$ cat config.mk
export PLATFORM = sky130hd
export DESIGN_NAME = control_seq_flat
export DESIGN_NICKNAME = d
export VERILOG_FILES = /design/src/rtl/control_seq_if.sv /design/src/rtl/control_seq.sv /design/src/flat_wrapper.sv
export SDC_FILE = /design/constraint.sdc
export NUM_CORES = 1
export LEC_CHECK = 0
export CAP_MARGIN = 20
export CORE_MARGIN = 2
export CORE_UTILIZATION = 27
export DETAILED_ROUTE_END_ITERATION = 10
export PLACE_DENSITY_LB_ADDON = 0.12
export SLEW_MARGIN = 20
export SYNTH_ARGS = -nofsm -noshare
export SYNTH_HDL_FRONTEND = slang
export SYNTH_SLANG_ARGS = --single-unit
$ cat constraint.sdc
create_clock -name clk -period 3.61 [get_ports clk]
set_input_delay 0.722 -clock clk [delete_from_list [all_inputs] [get_ports clk]]
set_output_delay 0.722 -clock clk [all_outputs]
set_load 0.03 [all_outputs]
$ cat src/rtl/control_seq_if.sv
// rtl/control_seq_if.sv - pad-side signal bundle for the instruction sequencer
interface control_seq_if;
  // Inputs from the pad cells
  logic [2:0] opcode;
  logic       zero;
  logic       mem_rdy;
  logic       step_mode;
  logic       step;
  logic       run;
  // Control strobes toward the output pad cells
  logic       rd;
  logic       wr;
  logic       ld_ir;
  logic       ld_ac;
  logic       ld_pc;
  logic       inc_pc;
  logic       halt;
  logic       data_e;
  logic       sel;
  logic       bus_err;
  logic [3:0] phase;

  // Sequencer side: consumes pad inputs, drives strobes
  modport master (
    input  opcode, zero, mem_rdy, step_mode, step, run,
    output rd, wr, ld_ir, ld_ac, ld_pc, inc_pc, halt, data_e, sel, bus_err, phase
  );

  // Pad / environment side
  modport slave (
    output opcode, zero, mem_rdy, step_mode, step, run,
    input  rd, wr, ld_ir, ld_ac, ld_pc, inc_pc, halt, data_e, sel, bus_err, phase
  );
endinterface

$ cat src/rtl/control_seq.sv
// rtl/control_seq.sv - eight-phase instruction sequencer with wait states, halt/resume and single-step
module control_seq #(
  parameter int WAIT_W       = 4,
  parameter int MAX_WAIT     = 15,
  parameter bit RUN_AT_RESET = 1'b1
) (
  input  logic          clk,
  input  logic          rst_,
  control_seq_if.master bus
);

  typedef enum logic [3:0] {
    S_INST_ADDR  = 4'd0,
    S_INST_FETCH = 4'd1,
    S_INST_LOAD  = 4'd2,
    S_IDLE       = 4'd3,
    S_OP_ADDR    = 4'd4,
    S_OP_FETCH   = 4'd5,
    S_ALU_OP     = 4'd6,
    S_STORE      = 4'd7,
    S_HALTED     = 4'd8,
    S_PAUSE      = 4'd9
  } state_e;

  localparam logic [2:0] OP_HLT = 3'd0;
  localparam logic [2:0] OP_SKZ = 3'd1;
  localparam logic [2:0] OP_ADD = 3'd2;
  localparam logic [2:0] OP_AND = 3'd3;
  localparam logic [2:0] OP_XOR = 3'd4;
  localparam logic [2:0] OP_LDA = 3'd5;
  localparam logic [2:0] OP_STO = 3'd6;
  localparam logic [2:0] OP_JMP = 3'd7;

  localparam logic [WAIT_W-1:0] MAX_WAIT_C = WAIT_W'(MAX_WAIT);
  localparam bit                TIMEOUT_EN = (MAX_WAIT != 0);
  localparam state_e            RESET_ST   = RUN_AT_RESET ? S_INST_ADDR : S_HALTED;

  state_e            state_q, state_d;
  logic [2:0]        opc_q, opc_d;
  logic              zero_q, zero_d;
  logic [WAIT_W-1:0] wcnt_q, wcnt_d;
  logic              bus_err_q, bus_err_d;
  logic              aluop;

  // State register and latched instruction context; reset aborts any instruction in flight
  always_ff @(posedge clk or negedge rst_) begin
    if (!rst_) begin
      state_q   <= RESET_ST;
      opc_q     <= 3'd0;
      zero_q    <= 1'b0;
      wcnt_q    <= '0;
      bus_err_q <= 1'b0;
    end else begin
      state_q   <= state_d;
      opc_q     <= opc_d;
      zero_q    <= zero_d;
      wcnt_q    <= wcnt_d;
      bus_err_q <= bus_err_d;
    end
  end

  // Next-state: phase stepping, wait/timeout handling, halt/resume and pause
  always_comb begin
    state_d   = state_q;
    opc_d     = opc_q;
    zero_d    = zero_q;
    wcnt_d    = wcnt_q;
    bus_err_d = bus_err_q;
    case (state_q)
      S_INST_ADDR: begin
        state_d = S_INST_FETCH;
        wcnt_d  = '0;
      end
      S_INST_FETCH: begin
        // mem_rdy takes priority over an expiring timeout
        if (bus.mem_rdy) begin
          state_d = S_INST_LOAD;
        end else if (TIMEOUT_EN && (wcnt_q == MAX_WAIT_C)) begin
          state_d   = S_HALTED;
          bus_err_d = 1'b1;
        end else begin
          wcnt_d = wcnt_q + WAIT_W'(1);
        end
      end
      S_INST_LOAD: state_d = S_IDLE;
      S_IDLE: begin
        state_d = S_OP_ADDR;
        opc_d   = bus.opcode;
      end
      S_OP_ADDR: begin
        // PC is already incremented here, so a later resume runs the next instruction
        state_d = (opc_q == OP_HLT) ? S_HALTED : S_OP_FETCH;
        wcnt_d  = '0;
      end
      S_OP_FETCH: begin
        if (bus.mem_rdy) begin
          state_d = S_ALU_OP;
          zero_d  = bus.zero;
        end else if (TIMEOUT_EN && (wcnt_q == MAX_WAIT_C)) begin
          state_d   = S_HALTED;
          bus_err_d = 1'b1;
        end else begin
          wcnt_d = wcnt_q + WAIT_W'(1);
        end
      end
      S_ALU_OP: state_d = S_STORE;
      S_STORE:  state_d = bus.step_mode ? S_PAUSE : S_INST_ADDR;
      S_HALTED: begin
        if (bus.run) begin
          state_d   = S_INST_ADDR;
          bus_err_d = 1'b0;
        end
      end
      S_PAUSE: begin
        if (bus.step || !bus.step_mode) state_d = S_INST_ADDR;
      end
      default: begin
        state_d   = S_HALTED;
        bus_err_d = 1'b1;
      end
    endcase
  end

  assign bus.phase   = state_q;
  assign bus.bus_err = bus_err_q;

  // Output decode purely from flops so no pad input reaches a strobe combinationally
  always_comb begin
    aluop       = (opc_q == OP_ADD) || (opc_q == OP_AND) ||
                  (opc_q == OP_XOR) || (opc_q == OP_LDA);
    bus.rd      = 1'b0;
    bus.wr      = 1'b0;
    bus.ld_ir   = 1'b0;
    bus.ld_ac   = 1'b0;
    bus.ld_pc   = 1'b0;
    bus.inc_pc  = 1'b0;
    bus.halt    = 1'b0;
    bus.data_e  = 1'b0;
    bus.sel     = 1'b0;
    case (state_q)
      S_INST_ADDR: bus.sel = 1'b1;
      S_INST_FETCH: begin
        bus.sel = 1'b1;
        bus.rd  = 1'b1;
      end
      S_INST_LOAD, S_IDLE: begin
        bus.sel   = 1'b1;
        bus.rd    = 1'b1;
        bus.ld_ir = 1'b1;
      end
      S_OP_ADDR: begin
        bus.inc_pc = 1'b1;
        bus.halt   = (opc_q == OP_HLT);
      end
      S_OP_FETCH: bus.rd = aluop;
      S_ALU_OP: begin
        bus.rd     = aluop;
        bus.inc_pc = (opc_q == OP_SKZ) && zero_q;
        bus.ld_pc  = (opc_q == OP_JMP);
        bus.data_e = (opc_q == OP_STO);
      end
      S_STORE: begin
        bus.rd     = aluop;
        bus.ld_ac  = aluop;
        bus.ld_pc  = (opc_q == OP_JMP);
        bus.wr     = (opc_q == OP_STO);
        bus.data_e = (opc_q == OP_STO);
      end
      S_HALTED: bus.halt = 1'b1;
      default: ;
    endcase
  end

endmodule
$ cat src/flat_wrapper.sv
// flat-port wrapper written by rule: the top's interface ports become plain ports
module control_seq_flat 
#(
  parameter int WAIT_W       = 4,
  parameter int MAX_WAIT     = 15,
  parameter bit RUN_AT_RESET = 1'b1
)
  (clk, rst_, bus_opcode, bus_zero, bus_mem_rdy, bus_step_mode, bus_step, bus_run, bus_rd, bus_wr, bus_ld_ir, bus_ld_ac, bus_ld_pc, bus_inc_pc, bus_halt, bus_data_e, bus_sel, bus_bus_err, bus_phase);
  control_seq_if bus_i ();
  input  logic clk;
  input  logic rst_;
  input wire logic [$bits(bus_i.opcode)-1:0] bus_opcode;
  input wire logic [$bits(bus_i.zero)-1:0] bus_zero;
  input wire logic [$bits(bus_i.mem_rdy)-1:0] bus_mem_rdy;
  input wire logic [$bits(bus_i.step_mode)-1:0] bus_step_mode;
  input wire logic [$bits(bus_i.step)-1:0] bus_step;
  input wire logic [$bits(bus_i.run)-1:0] bus_run;
  output wire logic [$bits(bus_i.rd)-1:0] bus_rd;
  output wire logic [$bits(bus_i.wr)-1:0] bus_wr;
  output wire logic [$bits(bus_i.ld_ir)-1:0] bus_ld_ir;
  output wire logic [$bits(bus_i.ld_ac)-1:0] bus_ld_ac;
  output wire logic [$bits(bus_i.ld_pc)-1:0] bus_ld_pc;
  output wire logic [$bits(bus_i.inc_pc)-1:0] bus_inc_pc;
  output wire logic [$bits(bus_i.halt)-1:0] bus_halt;
  output wire logic [$bits(bus_i.data_e)-1:0] bus_data_e;
  output wire logic [$bits(bus_i.sel)-1:0] bus_sel;
  output wire logic [$bits(bus_i.bus_err)-1:0] bus_bus_err;
  output wire logic [$bits(bus_i.phase)-1:0] bus_phase;
  assign bus_i.opcode = bus_opcode;
  assign bus_i.zero = bus_zero;
  assign bus_i.mem_rdy = bus_mem_rdy;
  assign bus_i.step_mode = bus_step_mode;
  assign bus_i.step = bus_step;
  assign bus_i.run = bus_run;
  assign bus_rd = bus_i.rd;
  assign bus_wr = bus_i.wr;
  assign bus_ld_ir = bus_i.ld_ir;
  assign bus_ld_ac = bus_i.ld_ac;
  assign bus_ld_pc = bus_i.ld_pc;
  assign bus_inc_pc = bus_i.inc_pc;
  assign bus_halt = bus_i.halt;
  assign bus_data_e = bus_i.data_e;
  assign bus_sel = bus_i.sel;
  assign bus_bus_err = bus_i.bus_err;
  assign bus_phase = bus_i.phase;
  control_seq #(.WAIT_W(WAIT_W), .MAX_WAIT(MAX_WAIT), .RUN_AT_RESET(RUN_AT_RESET)) u_core (.clk(clk), .rst_(rst_), .bus(bus_i));
endmodule
==> impl_results.md, run 1 <==
- Cell taking the most area after synthesis: sky130_fd_sc_hd__dfrtp_1
- Global route overflow: 0
- Violation count after the first detailed-routing iteration: 16
- Via count of the first global-routing pass: 699
- Clock period minus worst slack: 3.00 ns
- Synthesized netlist net count: a little over 100
- Ys flop type: sky130_fd_sc_hd__dfrtp_1
- N_diodes: 0
- Mux cell area share after synthesis: 0.0544
- Sequential fraction of the synthesis area: 0.393
- Summed instance area of the synthesized netlist: 828 um^2
- Synth top area share: 0.393
- Max incr delay on CP: between 0.7 and 0.8 ns
- Startpoint Class: flop
- Count of final max-slew check failures: 0
- Number of maximum-capacitance constraint violations: 0
- First-pass DRT Iterations: 4
- Critical path fanouts, max: 17
- Worst Tran Pin Value: 0.621 ns
- Routed Antenna Nets: 0
- Routability congestion estimate from global placement: 0.770
- Area delta synth->final: 33.8%
- Most common cell in the netlist: sky130_fd_sc_hd__dfrtp_1
- Number of hold violations in the final report: 0
- Count of flip-flops with a built-in enable after synthesis: 0
- Cells taking the most area after synthesis: sky130_fd_sc_hd__dfrtp_1 39%, sky130_fd_sc_hd__mux2_1 5.4%, sky130_fd_sc_hd__nor2_1 4.5%, sky130_fd_sc_hd__nor2b_1 4.5%, sky130_fd_sc_hd__a21oi_1 3.6%
- H-tree levels: 1
- CTS sink cnt: 13
- Vias after detailed routing: 733
- Std-Cell Core Area: a little under 3000 um^2
- Simple-Gate Fraction of Synth Area: 0.293
- Share of the clock period used by the worst path: 0.831
- Number of antenna violations at the first check in global routing: 0
- IO Count: 24
- Main combinational cell family by area after synthesis: simple AND/OR/NAND/NOR gates
- Compound-gate portion of the synthesized area: 0.174
- Maximum number of pins on one net before global-route repair: 18
- Cell with the largest stage delay on the worst path: sky130_fd_sc_hd__dfrtp_1
- Count of endpoints failing setup in the final report: 0
- Hold-fix buffers, CTS: 0
- Clk slew on worst S/H paths: roughly 0.080 ns
- Power density of the placed cells: 857 nW/um^2
- Area after DPL: between 1000 and 1500 um^2
- DP HPWL: approximately 1.5 mm
- Highest ir drop seen on vdd: 0.275 mV
- Global-route usage over all layers: 0.122
- Die Footprint: about 3500 um^2
- Deepest clock path buffer count: 2
- Average wire per standard cell: 13.7 um
- Fraction of layout cells with a size suffix above 1: 0.0885
- Slew HR: 0.585
- Effective utilization at floorplan: 0.278
- Post-synthesis adder-cell area fraction: 0.0151
- Reported leakage power: 0.434 nW
- Total Wirelength: roughly 2.0 mm
- Total power consumption of the routed design: 0.950 mW
- Worst Clk Skew: 0.00251 ns
- Clock insertion delay at the later pin of the skew report: roughly 0.27 ns
- Endpoint type of the worst setup path: output pin
- Number of buffers created by CTS: 3
- Most frequent cells after synthesis: 13 x sky130_fd_sc_hd__dfrtp_1, 10 x sky130_fd_sc_hd__nor2_1, 8 x sky130_fd_sc_hd__nand2_1
- Timing-limited maximum frequency: ~330 MHz
- Post-Route Setup TNS: 0 ns
- Critical path arrival: between 2 and 2.5 ns
- Die height: slightly below 60 um
- CTS tree: built
- Net total in the final layout: between 100 and 150
- Hold/Removal Path Class: reg -> reg
- Postcts setup bufs: 0
- Fraction of synthesized cell area in xor and xnor cells: 0.0317
- Average via count per standard cell: roughly 5.0
- Post-Place Worst Slack: 0.900 ns
- Setup repair after global routing missed its margin: no
- Number of instances in the synthesized netlist: 90
- Post-synthesis register bit count: 13
- Required time of the critical path: 2.89 ns
- Clock root buffer master: sky130_fd_sc_hd__clkbuf_4
- DRC Markers: 0
- Per-instance average area after synthesis: 9.20 um^2
- # resized after CTS: 0
- Syn. warnings: 0
- Wire length of the first global-routing pass: between 3 and 4 mm
- Number of input and output port buffers inserted: 23
- Post-route setup slack: just over 0.6 ns
- Number of distinct library cell variants in the gate-level netlist after synthesis: 32
- Result of the run: finished clean
- Cell row count: 20
- Final standard cell area without fillers: 1110 um^2
- Chain of cells forming the critical path: nor2b_1, nand4_1, nor2_1, and2_1, clkdlybuf4s50_1
- Horizontal extent of the die: between 50 and 60 um
- Critical Setup Path Class: reg -> out
- Fraction of registers with async set/reset: 1.00
[cell type report]
class                           instances  area (um^2)
Sequential cell                        13          325
Inverter                                2         7.51
Fill cell                             311         1870
Multi-Input combinational cell         70          470
Tap cell                               33         41.3
Clock buffer                            4         26.3
Timing Repair Buffer                   24          238
[flip-flops by register name, summed over array words and instances (netlist names)]
signal	count
u_core.zero_q	1
u_core.bus.bus_err	1
u_core.opc_q	3
u_core.wcnt_q	4
u_core.bus.phase	4
[critical path, delay by kind of cell, from the launching register on]
family / cells / cell delay, ns
buf+inv: 1 / 0.66
flops: 1 / 0.72
simple gates: 4 / 0.62
[per-layer routing]
layer	global-route usage	vias up	part of all wire
met1	0.174	346	0.51
met3	0.0197	2	0.033
met4	0.0487	0	0.0050
met5	0	-	0
li1	-	370	-
met2	0.184	15	0.45
[worst paths after layout]
path                                            startpoint                              to  slack, ns  depth (start not counted)
hold / removal              u_core.bus.bus_err$_DFFE_PN0P_  u_core.bus.bus_err$_DFFE_PN0P_       0.50                          1
min in group asynchronous                             rst_  u_core.bus.bus_err$_DFFE_PN0P_       0.83                          1
hold reg to reg             u_core.bus.bus_err$_DFFE_PN0P_  u_core.bus.bus_err$_DFFE_PN0P_       0.50                          1
setup reg to reg           u_core.bus.phase[1]$_DFFE_PN0P_  u_core.bus.bus_err$_DFFE_PN0P_       1.87                          4
max in group asynchronous                             rst_     u_core.opc_q[2]$_DFFE_PN0P_       2.38                          1
setup / recovery           u_core.bus.phase[1]$_DFFE_PN0P_                          bus_wr       0.61                          5
[stage by stage]
step / instances / hold WS [ns] / util
6_report: 146 / 0.501 / 0.372
5_1_grt: 146 / 0.521 / 0.372
3_5_place_dp: 142 / 0.488 / 0.363
2_1_floorplan: 90 / 0.426 / -
3_3_place_gp: 142 / 0.470 / 0.363
4_1_cts: 146 / 0.509 / 0.372
[power breakdown]
part           leakage [nW]  switching, mW  internal (mW)
registers             0.162          0.122          0.203
clock network        0.0150         0.0469         0.0428
logic                 0.256          0.291          0.244
total                 0.434          0.460          0.490
[logic make-up after synthesis]
logic type / Yosys count
compound gates: 20
flops: 13
mux: 4
simple gates: 42
fa+ha+maj: 1
buf+inv: 7
xor+xnor: 3
[layout by cell type (no fill, tap or decap), drive strengths merged]
cell	n
a2111oi	1
a211oi	3
a21oi	6
a22oi	1
a32o	1
and2	3
and3	1
buf	1
clkbuf	4
clkdlybuf4s50	23
dfrtp	13
ha	1
inv	2
mux2	4
nand2	8
nand3	4
nand4	3
nor2	10
nor2b	6
nor3	3
nor3b	3
nor4b	1
o2111ai	1
o211ai	2
o21ai	3
o311ai	1
o31ai	1
xnor2	1
xor2	2
Note: power is estimated with default switching activity, not from simulation.
==> run 2, diff against run 1 <==
==> constraint.sdc (replaced) <==
create_clock -name clk -period 3.05 [get_ports clk]
set_input_delay 0.61 -clock clk [delete_from_list [all_inputs] [get_ports clk]]
set_output_delay 0.61 -clock clk [all_outputs]
set_load 0.03 [all_outputs]
==> run 2 against run 1 <==
  * Sequential cell count did not move
  * Final cell count rose by 2.1%
  * Die area did not move
  * Critical path depth fell by 1
  * First-iteration DRC count rose by 38%
  * Power rose by 21%
  * Register-to-register slack got worse by 0.60 ns
  * Global-route usage rose by 0.19 points
  * Critical path type unchanged
  * Utilization rose by 0.76 points
  * Sequential power rose by 7.1%
==> impl_results.md, run 2 (same netlist as run 1, synthesis figures left out) <==
- Power density of the placed cells: a little over 1000 nW/um^2
- Global-route usage over all layers: 0.124
- Setup slack on the worst flop-to-flop path: 1.27 ns
- H-tree levels: 1
- Worst Tran Pin Value: between 0.6 and 0.7 ns
- DRC Markers: 0
- First-pass DRT Iterations: 4
- Count of endpoints failing setup in the final report: 0
- Timing-limited maximum frequency: 370 MHz
- Critical path destination: bus_halt
- Hold-fix buffers, CTS: 0
- Std-Cell Core Area: approximately 3000 um^2
- First element of the critical path: u_core.opc_q[2]$_DFFE_PN0P_
- Hold/Removal Path Class: reg -> reg
- Cell row count: 20
- Area delta synth->final: 36.6%
- Postcts setup bufs: 0
- Number of input and output port buffers inserted: 23
- Fraction of layout cells with a size suffix above 1: 0.112
- Number of maximum-capacitance constraint violations: 0
- Critical Setup Path Class: reg -> out
- Average via count per standard cell: around 5.1
- Area taken by flip-flops and latches: 325 um^2
- Number of hold violations in the final report: 0
- Deepest clock path buffer count: 2
- Vias after detailed routing: 761
- Reported leakage power: about 0.45 nW
- Total Wirelength: roughly 2.0 mm
- Global route overflow: 0
- # resized after CTS: 0
- Number of cells on the worst reg-to-reg path: 5
- DP HPWL: 1.57 mm
- Cell total after placement: roughly 150
- Startpoint Class: flop
- Cell depth of the worst min-delay path: 1
- Average wire per standard cell: 13.2 um
- Worst Clk Skew: about 0.0041 ns
- Multi-input gate area: 470 um^2
- Critical path arrival: about 2.1 ns
- FILL cells: 323
- Clock period minus worst slack: around 2.7 ns
- Highest ir drop seen on vdd: roughly 0.36 mV
- Number of buffers created by CTS: 3
- Clk slew on worst S/H paths: ~0.080 ns
- Horizontal extent of the die: a little under 60 um
- Slew HR: 0.584
- Wire length of the first global-routing pass: roughly 3.2 mm
- Routed Antenna Nets: 0
- Effective utilization at floorplan: 0.278
- N_diodes: 0
- Endpoint type of the worst setup path: output pin
- Die height: 59.4 um
- Setup repair after global routing missed its margin: no
- Required time of the critical path: 2.44 ns
- Clock insertion delay at the later pin of the skew report: between 0.2 and 0.3 ns
- Routability congestion estimate from global placement: between 0.7 and 0.8
- Most frequent standard cell in the layout excluding fill and tap cells: sky130_fd_sc_hd__clkdlybuf4s50_1
- Number of antenna violations at the first check in global routing: 0
- Final cell count without fillers: about 150
- Via count of the first global-routing pass: approximately 680
- Startpoint of the lowest-slack register-to-register path: u_core.bus.phase[3]$_DFFE_PN0P_
- CTS tree: built
- IO Count: 24
- Die Footprint: 3530 um^2
- Post-Route Setup TNS: 0 ns
- Critical path fanouts, max: 5
- Net total in the final layout: approximately 130
- Count of final max-slew check failures: 0
- Violation count after the first detailed-routing iteration: 22
- Share of the clock period used by the worst path: 0.885
- Most frequent cells in the layout: 23 x sky130_fd_sc_hd__clkdlybuf4s50_1, 13 x sky130_fd_sc_hd__dfrtp_1, 10 x sky130_fd_sc_hd__nor2_1
- Result of the run: finished clean
- RR Endpoint: u_core.bus.bus_err$_DFFE_PN0P_
- CTS sink cnt: 13
- Maximum number of pins on one net before global-route repair: 15
- Clock root buffer master: sky130_fd_sc_hd__clkbuf_4
run 2: changes by cell type in the layout (fill, tap and decap cells not counted), sizes merged:
cell,change
buf,+3
run 2: worst min-delay path by stage:
stage	start	to	slack, ns
floorplan	rst_	u_core.bus.bus_err$_DFFE_PN0P_	0.31
CTS	u_core.bus.bus_err$_DFFE_PN0P_	u_core.bus.bus_err$_DFFE_PN0P_	0.50
global route	u_core.bus.bus_err$_DFFE_PN0P_	u_core.bus.bus_err$_DFFE_PN0P_	0.51
finish	u_core.bus.bus_err$_DFFE_PN0P_	u_core.bus.bus_err$_DFFE_PN0P_	0.50
detailed placement	u_core.bus.bus_err$_DFFE_PN0P_	u_core.bus.bus_err$_DFFE_PN0P_	0.48
global placement	u_core.bus.bus_err$_DFFE_PN0P_	u_core.bus.bus_err$_DFFE_PN0P_	0.47
run 2: layout make-up:
cell class,count,share of cell area
multi-input combinational,70,0.416
clock buffer,4,0.0232
sequential,13,0.288
tap,33,0.0365
inverter,2,0.00664
timing repair buffer,27,0.230
run 2: stage by stage:
step           utilization  setup slack [ns]  hold slack [ns]  power [mW]  area [um^2]
6_report             0.380             0.350            0.496        1.15         1130
5_1_grt              0.380             0.168            0.510        1.24         1130
4_1_cts              0.380             0.322            0.499        1.17         1130
3_5_place_dp         0.371             0.639            0.483        1.06         1100
3_3_place_gp         0.371             0.634            0.472        1.05         1100
2_1_floorplan            -            0.0325            0.314       0.803          828
run 2: critical path, cell delays in order, from the launching register on:
cell	delay (ns)
sky130_fd_sc_hd__dfrtp_1	0.43
sky130_fd_sc_hd__nor3_1	0.43
sky130_fd_sc_hd__a21oi_1	0.12
sky130_fd_sc_hd__nor3_1	0.15
sky130_fd_sc_hd__clkdlybuf4s50_1	0.70
run 2: where the power goes:
| group | internal (mW) | switching, mW |
|---|---|---|
| logic | 0.311 | 0.384 |
| registers | 0.242 | 0.106 |
| clock network | 0.0506 | 0.0561 |
run 2: per-layer routing:
| layer | GRT usage | vias to the layer above | part of all wire | routed length [um] |
|---|---|---|---|---|
| met5 | 0 | - | 0 | 0 |
| met4 | 0.0584 | 0 | 0.012 | 23 |
| met3 | 0.0262 | 2 | 0.032 | 62 |
| met2 | 0.187 | 13 | 0.46 | 910 |
| met1 | 0.168 | 365 | 0.49 | 970 |
| li1 | - | 381 | - | - |
